### src/rtl/bli201v32i_core_fetch.sv
// Purpose : BLI201V32I instruction fetch. Owns the PC, addresses the combinational
//           instruction TIM and queues {pc, inst} pairs in a 2-entry FIFO for decode.
// Latency : fetch-to-valid 1 cycle; a redirect's first instruction is valid 2 cycles later.
// Backpressure: valid/ready to decode. A full FIFO with no pop stalls the PC, and halt
//           stops new fetches while the FIFO keeps draining. Redirect flushes everything.
// Ports   : clk/rst (async, active-high); fetch_o_itim_addr/fetch_i_itim_rdata (TIM);
//           fetch_i_halt, fetch_i_redirect, fetch_i_target (control);
//           fetch_o_valid, fetch_o_pc, fetch_o_inst, fetch_i_ready (decode handshake).
module bli201v32i_core_fetch #(
    parameter int unsigned ROM_ADDR_BITS = 10,
    parameter logic [31:0] RESET_PC      = 32'h0000_0000
) (
    input  logic                     clk,
    input  logic                     rst,
    output logic [ROM_ADDR_BITS+1:0] fetch_o_itim_addr,
    input  logic [31:0]              fetch_i_itim_rdata,
    input  logic                     fetch_i_halt,
    input  logic                     fetch_i_redirect,
    input  logic [31:0]              fetch_i_target,
    output logic                     fetch_o_valid,
    output logic [31:0]              fetch_o_pc,
    output logic [31:0]              fetch_o_inst,
    input  logic                     fetch_i_ready
);

    logic [31:0] r_pc;
    logic [31:0] r_ent_pc   [2];
    logic [31:0] r_ent_inst [2];
    logic        r_wptr;
    logic        r_rptr;
    logic [1:0]  r_count;

    logic        w_pop;
    logic        w_push;
    logic [1:0]  w_count_nxt;
    logic [31:0] w_target;
    logic        w_unused_tgt;

    // Low target bits are forced to zero; the source guarantees alignment.
    assign w_target     = {fetch_i_target[31:2], 2'b00};
    assign w_unused_tgt = ^fetch_i_target[1:0];

    assign fetch_o_itim_addr = r_pc[ROM_ADDR_BITS+1:0];
    assign fetch_o_valid     = (r_count != 2'd0);

    // Head fields are masked while empty so stale entries never leak out,
    // which also makes the outputs read zero straight out of reset.
    assign fetch_o_pc   = fetch_o_valid ? r_ent_pc[r_rptr]   : 32'h0;
    assign fetch_o_inst = fetch_o_valid ? r_ent_inst[r_rptr] : 32'h0;

    assign w_pop = fetch_o_valid & fetch_i_ready;

    // A full FIFO may still accept a fetch when decode frees the head in the
    // same cycle, which is what sustains one instruction per cycle.
    assign w_push = ~fetch_i_redirect & ~fetch_i_halt & ((r_count != 2'd2) | w_pop);

    assign w_count_nxt = r_count + {1'b0, w_push} - {1'b0, w_pop};

    always_ff @(posedge clk or posedge rst) begin
        if (rst) begin
            r_pc    <= RESET_PC;
            r_wptr  <= 1'b0;
            r_rptr  <= 1'b0;
            r_count <= 2'd0;
        end else if (fetch_i_redirect) begin
            // Flush wins over everything, including a coincident pop.
            r_pc    <= w_target;
            r_wptr  <= 1'b0;
            r_rptr  <= 1'b0;
            r_count <= 2'd0;
        end else begin
            if (w_push) begin
                r_pc   <= r_pc + 32'd4;
                r_wptr <= ~r_wptr;
            end
            if (w_pop) begin
                r_rptr <= ~r_rptr;
            end
            r_count <= w_count_nxt;
        end
    end

    // Entry storage needs no reset: it is only visible through fetch_o_valid.
    always_ff @(posedge clk) begin
        if (w_push) begin
            r_ent_pc[r_wptr]   <= r_pc;
            r_ent_inst[r_wptr] <= fetch_i_itim_rdata;
        end
    end

endmodule

### config.mk
export PLATFORM = sky130hd
export DESIGN_NAME = bli201v32i_core_fetch
export DESIGN_NICKNAME = d
export VERILOG_FILES = /design/src/rtl/bli201v32i_core_fetch.sv
export SDC_FILE = /design/constraint.sdc
export NUM_CORES = 1
export LEC_CHECK = 0
export ABC_AREA = 0
export CAP_MARGIN = 20
export CORE_MARGIN = 3
export CORE_UTILIZATION = 35
export DETAILED_ROUTE_END_ITERATION = 10
export RECOVER_POWER = 50
export SLEW_MARGIN = 20
export SYNTH_ARGS = -nofsm -noshare
export SYNTH_HDL_FRONTEND = slang
export SYNTH_SLANG_ARGS = --single-unit
### constraint.sdc
create_clock -name clk -period 3.9 [get_ports clk]
set_clock_uncertainty 0.05 [all_clocks]
set_input_delay 0.78 -clock clk [delete_from_list [all_inputs] [get_ports clk]]
set_output_delay 0.78 -clock clk [all_outputs]
set_load 0.01 [all_outputs]
==> results of run 1 <==
==> synthesized netlist by cell type (2+ instances only) <==
| cell | instances |
|---|---|
| and4_1 | 4 |
| nand2_1 | 37 |
| edfxtp_1 | 124 |
| nor2_1 | 72 |
| ha_1 | 3 |
| buf_2 | 6 |
| and3_1 | 3 |
| nor3_2 | 2 |
| mux2i_1 | 63 |
| o21ai_0 | 18 |
| xnor2_1 | 12 |
| buf_4 | 14 |
| xor2_1 | 20 |
| inv_1 | 6 |
| o21ai_1 | 11 |
| clkbuf_1 | 15 |
| nand3_1 | 11 |
| nand4_1 | 9 |
| nor3_1 | 3 |
| and2_1 | 2 |
| dfrtp_1 | 34 |
| or3_1 | 2 |
==> flip-flops by register name, summed over array words and instances (netlist names) <==
signal      flops
r_rptr          1
r_wptr          1
r_ent_inst     64
r_ent_pc       60
r_pc           30
r_count         2
==> worst max path at each step <==
stage                            end        startpoint  cells after the start
floorplan           r_ent_inst[0][0]  fetch_i_redirect                      3
finish                      r_pc[31]     fetch_i_ready                      7
global route                r_pc[31]     fetch_i_ready                      7
detailed placement   r_ent_pc[0][30]      fetch_i_halt                      4
global placement     r_ent_pc[0][30]      fetch_i_halt                      4
CTS                    fetch_o_valid        r_count[0]                      4
==> metal layers <==
metal / GRT usage / part of all wire / vias to the layer above
met1: 0.174 / 0.43 / 1986
met2: 0.239 / 0.49 / 105
met4: 0.0555 / 0.012 / 0
li1: - / - / 1998
met5: 0 / 0 / -
met3: 0.0367 / 0.062 / 13
==> kinds of logic after synthesis <==
kind of cell,after synthesis
compound gates,30
xor+xnor,32
fa+ha+maj,3
buf+inv,42
flops,158
mux,64
other cells,1
simple gates,156
==> layout make-up <==
type                            count  area (sq um)  share of cell area
Antenna cell                        1          2.50            0.000282
Clock buffer                       21           460              0.0520
Clock inverter                     11           116              0.0131
Inverter                            6          22.5             0.00254
Multi-Input combinational cell    289          1870               0.211
Sequential cell                   158          4580               0.517
Tap cell                          229           287              0.0323
Timing Repair Buffer              149          1530               0.173
==> power by group through the flow <==
stage / logic [mW] / clock network, mW / registers, mW
after floorplan: 0.841 / 0 / 2.07
after global placement: 1.68 / 0 / 2.11
after detailed placement: 1.69 / 0 / 2.12
after CTS: 1.69 / 1.63 / 2.08
after global routing: 1.79 / 1.72 / 2.10
final: 1.63 / 1.59 / 2.08
==> worst register-to-register path, cell delays in order, from the launching register on <==
cell	delay (ps)
dfrtp_1	420
nor3b_1	170
clkbuf_1	170
nor4b_1	1070
nand3_1	180
or3_1	360
a31oi_1	160
==> impl_metrics.py, run 1 <==
metrics = {
    "placed_design": {
        "place_inst": 831,
        "dp_hpwl_microns": 9590,
        "port_buffers": 139,
        "preCtsSetupSlack_ps": 820,
        "placed_cell_area_sq_um": 8330,
        "gp_congestion": 0.761,
    },
    "cells_and_area": {
        "final_layout_size_suffix_gt1_frac": 0.0757,
        "nFillCells": 1590,
        "fin_util": 0.483,
        "fin_nets": 693,
        "fin_area_sq_um": 8860,
        "area_delta_synth_final_pct": 32.9,
        "stdcell_count": 864,
        "mostFrequentLayoutCells": "124 x edfxtp_1, 95 x clkdlybuf4s50_1, 69 x nor2_1",
        "layout_commonest_cell": "edfxtp_1",
    },
    "critical_path": {
        "start_kind": "primary input",
        "critPathKind": "primary input to flop",
        "r2r_cells": 6,
        "cp_data_required_time_ps": 4190,
        "crit_chain": "dlygate4sd3_1 -> nor3b_1 -> clkbuf_1 -> nor4b_1 -> nand3_1 -> or3_1 -> a31oi_1",
        "critPathCaptureType": "flop",
        "rr_endpoint": "r_pc[31]",
        "max_stage_delay_ps": 1070,
        "cpLargestDelayFamily": "simple AND/OR/NAND/NOR gates",
        "path_buf_inv": 2,
        "reg2reg_setup_slack_ps": 1240,
        "rr_startpoint": "r_count[1]",
        "path_max_fanout": 7,
        "cp_slowest_cell": "nor4b_1",
        "cp.arrival_ps": 3400,
    },
    "yosys": {
        "synth_xor_area_frac": 0.0420,
        "synthTopCellsByArea": "edfxtp_1 56%, dfrtp_1 13%, mux2i_1 9.5%, nor2_1 4.1%, xor2_1 2.6%",
        "synth_area_leader_cell": "edfxtp_1",
        "syn_avg_cell_area_sq_um": 13.7,
        "synthFlopType": "edfxtp_1",
        "synth_top_family_by_area": "simple AND/OR/NAND/NOR gates",
        "yosys-mux-area-fraction": 0.0962,
        "synthSimpleGateAreaFrac": 0.113,
        "synth_compound_area_frac": 0.0227,
        "synth_top_area_share": 0.558,
        "ys_warn_count": 0,
        "synth_edf_count": 124,
        "async_reset_ff_frac": 0.215,
        "ys_ff_latch": 158,
        "synth.cell_area_sq_um": 6670,
        "syn_inst": 486,
        "synth_cell_types": 37,
        "seq_area_frac_synth": 0.686,
        "yosys.area_share.adder": 0.00563,
    },
    "sta": {
        "final-setup-viol-count": 0,
        "fmax_mhz": 321,
        "post-route-period-util": 0.799,
        "drv_slew": 0,
        "tns_ps": 0,
        "post-route-min-period_ps": 3120,
        "tightest_slew_ps": 1260,
        "final-hold-violation-count": 0,
        "setup_ws_ps": 783,
        "slew-limit-headroom": 0.148,
        "holdWs_ps": 473,
        "rsz0062_at_grt": "false",
    },
    "detailed_routing": {
        "drt-total-wl_microns": 14200,
        "via_per_inst": 4.75,
        "ant_nets": 0,
        "vias": 4102,
        "drc": 0,
        "dr.pass1.iters": 4,
        "drt-initial-drc-count": 155,
        "wl_per_cell_microns": 16.5,
    },
    "global_routing": {
        "track_usage": 0.142,
        "grt_max_degree": 63,
        "overflow": 0,
        "grt_pass1_vias": 4314,
        "antenna_found_initial": 0,
        "grt_pass1_wl_microns": 22400,
    },
    "power_and_ir_drop": {
        "pwr-share-seq": 0.392,
        "cellLeakagePower_nw": 3.07,
        "power_frac_comb": 0.308,
        "power_density_nw_per_um2": 599,
        "peakVddDrop_v": 0.000346,
        "p_sw_frac": 0.285,
        "switching_power_mw": 1.51,
        "power.total_mw": 5.31,
        "p_clk_frac": 0.300,
        "p_int_mw": 3.80,
    },
    "clock_tree": {
        "cts_tree": "done",
        "root_buffer": "clkbuf_16",
        "htree_num_levels": 4,
        "clock-sinks": 158,
        "path_clk_slew_ps": 60,
        "cts_made_buffers": 17,
        "cts_resized": 0,
        "clockBufferDepth": 2,
        "clk_latency_ps": 410,
        "post-cts-setup-buffer-count": 0,
        "holdBufCountCts": 0,
    },
    "min_path": {
        "min_from": "r_pc[29]",
        "min_path_type": "flop to flop",
        "holdPathStages": 0,
        "hold_end": "r_ent_pc[0][29]",
    },
    "floorplan": {
        "core_sq_um": 18300,
        "fp.dieH_microns": 144,
        "pin_count": 146,
        "initial_core_util": 0.364,
        "die_x_microns": 144,
        "die-area_sq_um": 20700,
        "rows": 49,
    },
    "run_status": {
        "status": "completed",
    },
    "run": {
        "cap_violations": 0,
    },
}
Power figures use the tool's default switching activity.
==> inputs of run 2 (changes only) <==
==> constraint.sdc (replaced) <==
create_clock -name clk -period 2.8 [get_ports clk]
set_clock_uncertainty 0.05 [all_clocks]
set_input_delay 0.56 -clock clk [delete_from_list [all_inputs] [get_ports clk]]
set_output_delay 0.56 -clock clk [all_outputs]
set_load 0.01 [all_outputs]
==> run 2 against run 1 <==
Non-clock buffer count rose by 7. Final cell count rose by 0.46%. Setup slack got worse by 620 ps. Via count fell by 0.17%. Global-route usage barely moved. Sequential cell count did not move. Die area did not move.
==> impl_metrics.py, run 2 (synthesis results as in run 1) <==
metrics = {
    "cells_and_area": {
        "area_delta_synth_final_pct": 33.0,
        "layout_commonest_cell": "edfxtp_1",
        "reg_top3": "r_ent_inst: 64 flops, r_ent_pc: 60 flops, r_pc: 30 flops",
        "final_layout_size_suffix_gt1_frac": 0.0736,
        "diodes": 0,
        "fin_nets": 700,
        "fin_util": 0.484,
        "mostFrequentLayoutCells": "124 x edfxtp_1, 104 x clkdlybuf4s50_1, 70 x nor2_1",
        "nFillCells": 1619,
        "largest_reg_flops": 64,
        "fin_area_sq_um": 8870,
        "top_register": "r_ent_inst",
    },
    "global_routing": {
        "overflow": 0,
        "grt_max_degree": 63,
        "grt_pass1_wl_microns": 22400,
        "antenna_found_initial": 0,
        "grt_pass1_vias": 4311,
        "track_usage": 0.141,
    },
    "clock_tree": {
        "post-cts-setup-buffer-count": 0,
        "clk_latency_ps": 410,
        "root_buffer": "clkbuf_16",
        "holdBufCountCts": 0,
        "htree_num_levels": 4,
        "path_clk_slew_ps": 60,
        "clock-sinks": 158,
        "clockBufferDepth": 2,
        "cts_made_buffers": 17,
        "cts_tree": "done",
        "cts_resized": 0,
    },
    "critical_path": {
        "max_stage_delay_ps": 560,
        "critPathKind": "flop to output port",
        "start_kind": "flop",
        "path_max_fanout": 17,
        "cp.arrival_ps": 2030,
        "path_buf_inv": 2,
        "cp_data_required_time_ps": 2190,
        "critPathCaptureType": "output port",
        "cpLargestDelayFamily": "buffers and inverters",
        "reg2reg_setup_slack_ps": 430,
        "crit_chain": "buf_6 -> mux2i_1 -> nor2_1 -> clkdlybuf4s50_1",
        "cp_slowest_cell": "dfrtp_4",
    },
    "sta": {
        "slew-limit-headroom": 0.519,
        "final-setup-viol-count": 0,
        "post-route-period-util": 0.942,
        "holdWs_ps": 485,
        "tightest_slew_ps": 721,
        "drv_slew": 0,
        "rsz0062_at_grt": "false",
        "final-hold-violation-count": 0,
        "setup_ws_ps": 162,
        "fmax_mhz": 379,
        "post-route-min-period_ps": 2640,
    },
    "placed_design": {
        "preCtsSetupSlack_ps": 208,
        "dp_hpwl_microns": 9580,
        "placed_cell_area_sq_um": 8390,
        "port_buffers": 139,
        "gp_congestion": 0.718,
    },
    "floorplan": {
        "pin_count": 146,
        "die_x_microns": 144,
        "die-area_sq_um": 20700,
        "core_sq_um": 18300,
        "fp.dieH_microns": 144,
        "rows": 49,
        "initial_core_util": 0.364,
    },
    "detailed_routing": {
        "wl_per_cell_microns": 16.2,
        "drt-initial-drc-count": 204,
        "dr.pass1.iters": 4,
        "vias": 4095,
        "ant_nets": 0,
        "via_per_inst": 4.72,
        "drc": 0,
        "drt-total-wl_microns": 14100,
    },
    "power_and_ir_drop": {
        "power.total_mw": 7.33,
        "peakVddDrop_v": 0.000415,
        "power_density_nw_per_um2": 826,
        "cellLeakagePower_nw": 3.07,
    },
    "min_path": {
        "min_path_type": "flop to flop",
    },
    "run_status": {
        "status": "completed",
    },
    "run": {
        "cap_violations": 0,
    },
}
[run 2: final timing paths]
kind                             from                end  depth (start not counted)
max in group asynchronous         rst             r_rptr                          3
setup / recovery               r_rptr     fetch_o_pc[11]                          4
hold reg to reg              r_pc[31]    r_ent_pc[0][31]                          0
min in group asynchronous         rst           r_pc[30]                          3
setup reg to reg           r_count[1]  r_ent_inst[0][22]                          5
hold / removal               r_pc[31]    r_ent_pc[0][31]                          0
[run 2: worst reg2reg max path: stages, from the launching register on]
cell and delay [ps]:
dfrtp_1 430, nor3b_1 180, or3_1 340, clkbuf_1 150, nor2_1 220, clkbuf_2 630
[run 2: through the flow]
stage          TNS, ps  instances
6_report             0        868
3_5_place_dp         0        838
5_1_grt              0        868
4_1_cts              0        868
2_1_floorplan   -57230        489
3_3_place_gp         0        838
[run 2: cell type report]
cell class / instances / area (sq um) / area share
clock buffer: 20 / 437 / 0.0492
clock inverter: 10 / 98.8 / 0.0111
inverter: 6 / 22.5 / 0.00254
multi-input combinational: 289 / 1870 / 0.211
sequential: 158 / 4580 / 0.516
tap: 229 / 287 / 0.0323
timing repair buffer: 156 / 1580 / 0.178
[run 2: power breakdown]
part | internal, mW | total [mW] | switching (mW) | leakage [nW]
Clock | 1.28 | 2.11 | 0.829 | 0.263
Combinational | 1.22 | 2.32 | 1.10 | 1.25
Sequential | 2.75 | 2.90 | 0.147 | 1.56
Total | 5.26 | 7.33 | 2.07 | 3.07
[run 2: layer usage]
layer / track usage / routed length, microns
met1: 0.186 / 6380
met2: 0.225 / 6720
met3: 0.0351 / 772
met4: 0.0560 / 191
met5: 0 / 0
==> inputs of run 3 (changes only) <==
--- a/config.mk
+++ b/config.mk
@@ -7,11 +7,11 @@
 export LEC_CHECK = 0
 export ABC_AREA = 0
 export CAP_MARGIN = 20
-export CORE_MARGIN = 3
 export CORE_UTILIZATION = 35
+export CTS_CLUSTER_DIAMETER = 30
 export DETAILED_ROUTE_END_ITERATION = 10
 export RECOVER_POWER = 50
-export SLEW_MARGIN = 20
+export SLEW_MARGIN = 25
 export SYNTH_ARGS = -nofsm -noshare
 export SYNTH_HDL_FRONTEND = slang
 export SYNTH_SLANG_ARGS = --single-unit
==> run 3 against run 2 <==
Final area is 0.62% higher. Die area is 5.5% lower. Clock-buffer cell count is 2 lower. Via count hardly changed. First-iteration DRC count is 10% higher. Critical endpoint is now fetch_o_pc[30]. Largest power group unchanged.
==> impl_metrics.py, run 3 (synthesis results as in run 1) <==
metrics = {
    "run_status": {
        "status": "completed",
    },
    "cells_and_area": {
        "fin_area_sq_um": 8920,
        "reg_top3": "r_ent_inst: 64 flops, r_ent_pc: 60 flops, r_pc: 30 flops",
        "largest_reg_flops": 64,
        "area_delta_synth_final_pct": 33.8,
        "layout_commonest_cell": "edfxtp_1",
        "mostFrequentLayoutCells": "124 x edfxtp_1, 104 x clkdlybuf4s50_1, 69 x nor2_1",
        "diodes": 0,
        "fin_nets": 704,
        "final_layout_size_suffix_gt1_frac": 0.0884,
        "top_register": "r_ent_inst",
    },
    "detailed_routing": {
        "drt-initial-drc-count": 225,
        "drt-total-wl_microns": 13800,
        "vias": 4094,
        "ant_nets": 0,
        "dr.pass1.iters": 4,
        "via_per_inst": 4.66,
        "wl_per_cell_microns": 15.7,
        "drc": 0,
    },
    "clock_tree": {
        "cts_tree": "done",
        "cts_made_buffers": 17,
        "root_buffer": "clkbuf_16",
        "clock-sinks": 158,
        "clk_latency_ps": 420,
        "holdBufCountCts": 0,
        "htree_num_levels": 4,
        "clockBufferDepth": 2,
        "path_clk_slew_ps": 60,
    },
    "sta": {
        "tns_ps": 0,
        "setup_ws_ps": 86.9,
        "tightest_slew_ps": 1150,
        "final-setup-viol-count": 0,
        "rsz0062_at_grt": "true",
        "fmax_mhz": 369,
        "final-hold-violation-count": 0,
        "post-route-min-period_ps": 2710,
        "drv_slew": 0,
        "post-route-period-util": 0.969,
        "holdWs_ps": 465,
        "slew-limit-headroom": 0.233,
    },
    "power_and_ir_drop": {
        "power.total_mw": 7.62,
        "power_density_nw_per_um2": 853,
        "cellLeakagePower_nw": 3.10,
        "peakVddDrop_v": 0.000429,
    },
    "critical_path": {
        "path_buf_inv": 2,
        "path_max_fanout": 24,
        "cp_slowest_cell": "clkdlybuf4s50_1",
        "start_kind": "flop",
        "crit_chain": "buf_4 -> mux2i_1 -> nor2_1 -> clkdlybuf4s50_1",
        "path_depth": 4,
        "critPathKind": "flop to output port",
        "r2r_cells": 5,
        "cpLargestDelayFamily": "buffers and inverters",
        "max_stage_delay_ps": 480,
        "critPathCaptureType": "output port",
        "cp_data_required_time_ps": 2190,
        "cp.arrival_ps": 2100,
    },
    "global_routing": {
        "grt.met2_usage": 0.233,
        "track_usage": 0.148,
        "busiest_layer": "met2",
        "grt_pass1_vias": 4011,
        "grtUsageMet3": 0.0431,
        "grt_pass1_wl_microns": 21700,
        "antenna_found_initial": 0,
        "grt_max_degree": 63,
        "grt_util_met1": 0.193,
        "overflow": 0,
    },
    "placed_design": {
        "placed_cell_area_sq_um": 8370,
        "preCtsSetupSlack_ps": 239,
        "gp_congestion": 0.778,
        "dp_hpwl_microns": 9150,
        "port_buffers": 139,
    },
    "run": {
        "cap_violations": 0,
    },
    "floorplan": {
        "core_sq_um": 18700,
        "pin_count": 146,
        "rows": 50,
        "die-area_sq_um": 19600,
        "fp.dieH_microns": 140,
        "initial_core_util": 0.357,
        "die_x_microns": 140,
    },
    "min_path": {
        "holdPathStages": 0,
        "min_path_type": "flop to flop",
    },
}
## run 3: changes by cell type in the layout (fill, tap and decap cells not counted), moves of 2 or more
cell	previous run	this run
clkbuf_8	0	2
buf_12	6	2
inv_6	0	2
clkbuf_1	7	5
clkinvlp_4	0	3
buf_4	5	11
o21ai_0	22	19
o21ai_1	7	10
clkinv_1	4	1
## run 3: repair_timing
item                                    4_1_cts  5_1_grt
cloned                                        0        0
pin swaps                                     0        1
endpoints found under the setup margin       38       31
setup buffers                                 0        5
resized for setup                             1        1
## run 3: final timing paths
path	slack, ps	endpoint	start
worst max-delay path	90	fetch_o_pc[30]	r_rptr
worst max register to register	320	r_ent_inst[1][15]	r_count[1]
min in group asynchronous	590	r_pc[30]	rst
worst min-delay path	470	r_ent_pc[1][31]	r_pc[31]
worst min register to register	470	r_ent_pc[1][31]	r_pc[31]
max in group asynchronous	650	r_pc[12]	rst
## run 3: stage by stage
stage | utilization | instances
after global routing | 0.477 | 879
final | 0.477 | 879
after floorplan | - | 489
after CTS | 0.480 | 874
after global placement | 0.447 | 842
after detailed placement | 0.447 | 842
## run 3: worst reg2reg max path: cells and delay by family, from the launching register on
| kind | cells | cell delay, ps |
|---|---|---|
| buffers and inverters | 2 | 960 |
| DFF | 1 | 430 |
| and+or+nand+nor | 3 | 610 |
## run 3: where the power goes
group / switching (mW) / total [mW] / internal [mW]
Combinational: 1.13 / 2.40 / 1.27
Clock: 0.910 / 2.33 / 1.42
Sequential: 0.122 / 2.88 / 2.75
Total: 2.17 / 7.62 / 5.45
## run 3: final cells by class
cell class              count  area (sq um)
flip-flops and latches    158          4580
multi-input cells         289          1870
well taps                 234           293
clock buffers              18           439
repair buffers            160          1550
clock inverters            14           166
inverters                   6          22.5
fillers                  1676          9780
## run 3: layer usage
layer | routed length (microns) | part of all wire
met5 | 0 | 0
met4 | 181 | 0.013
met3 | 648 | 0.047
met2 | 6570 | 0.48
met1 | 6410 | 0.46
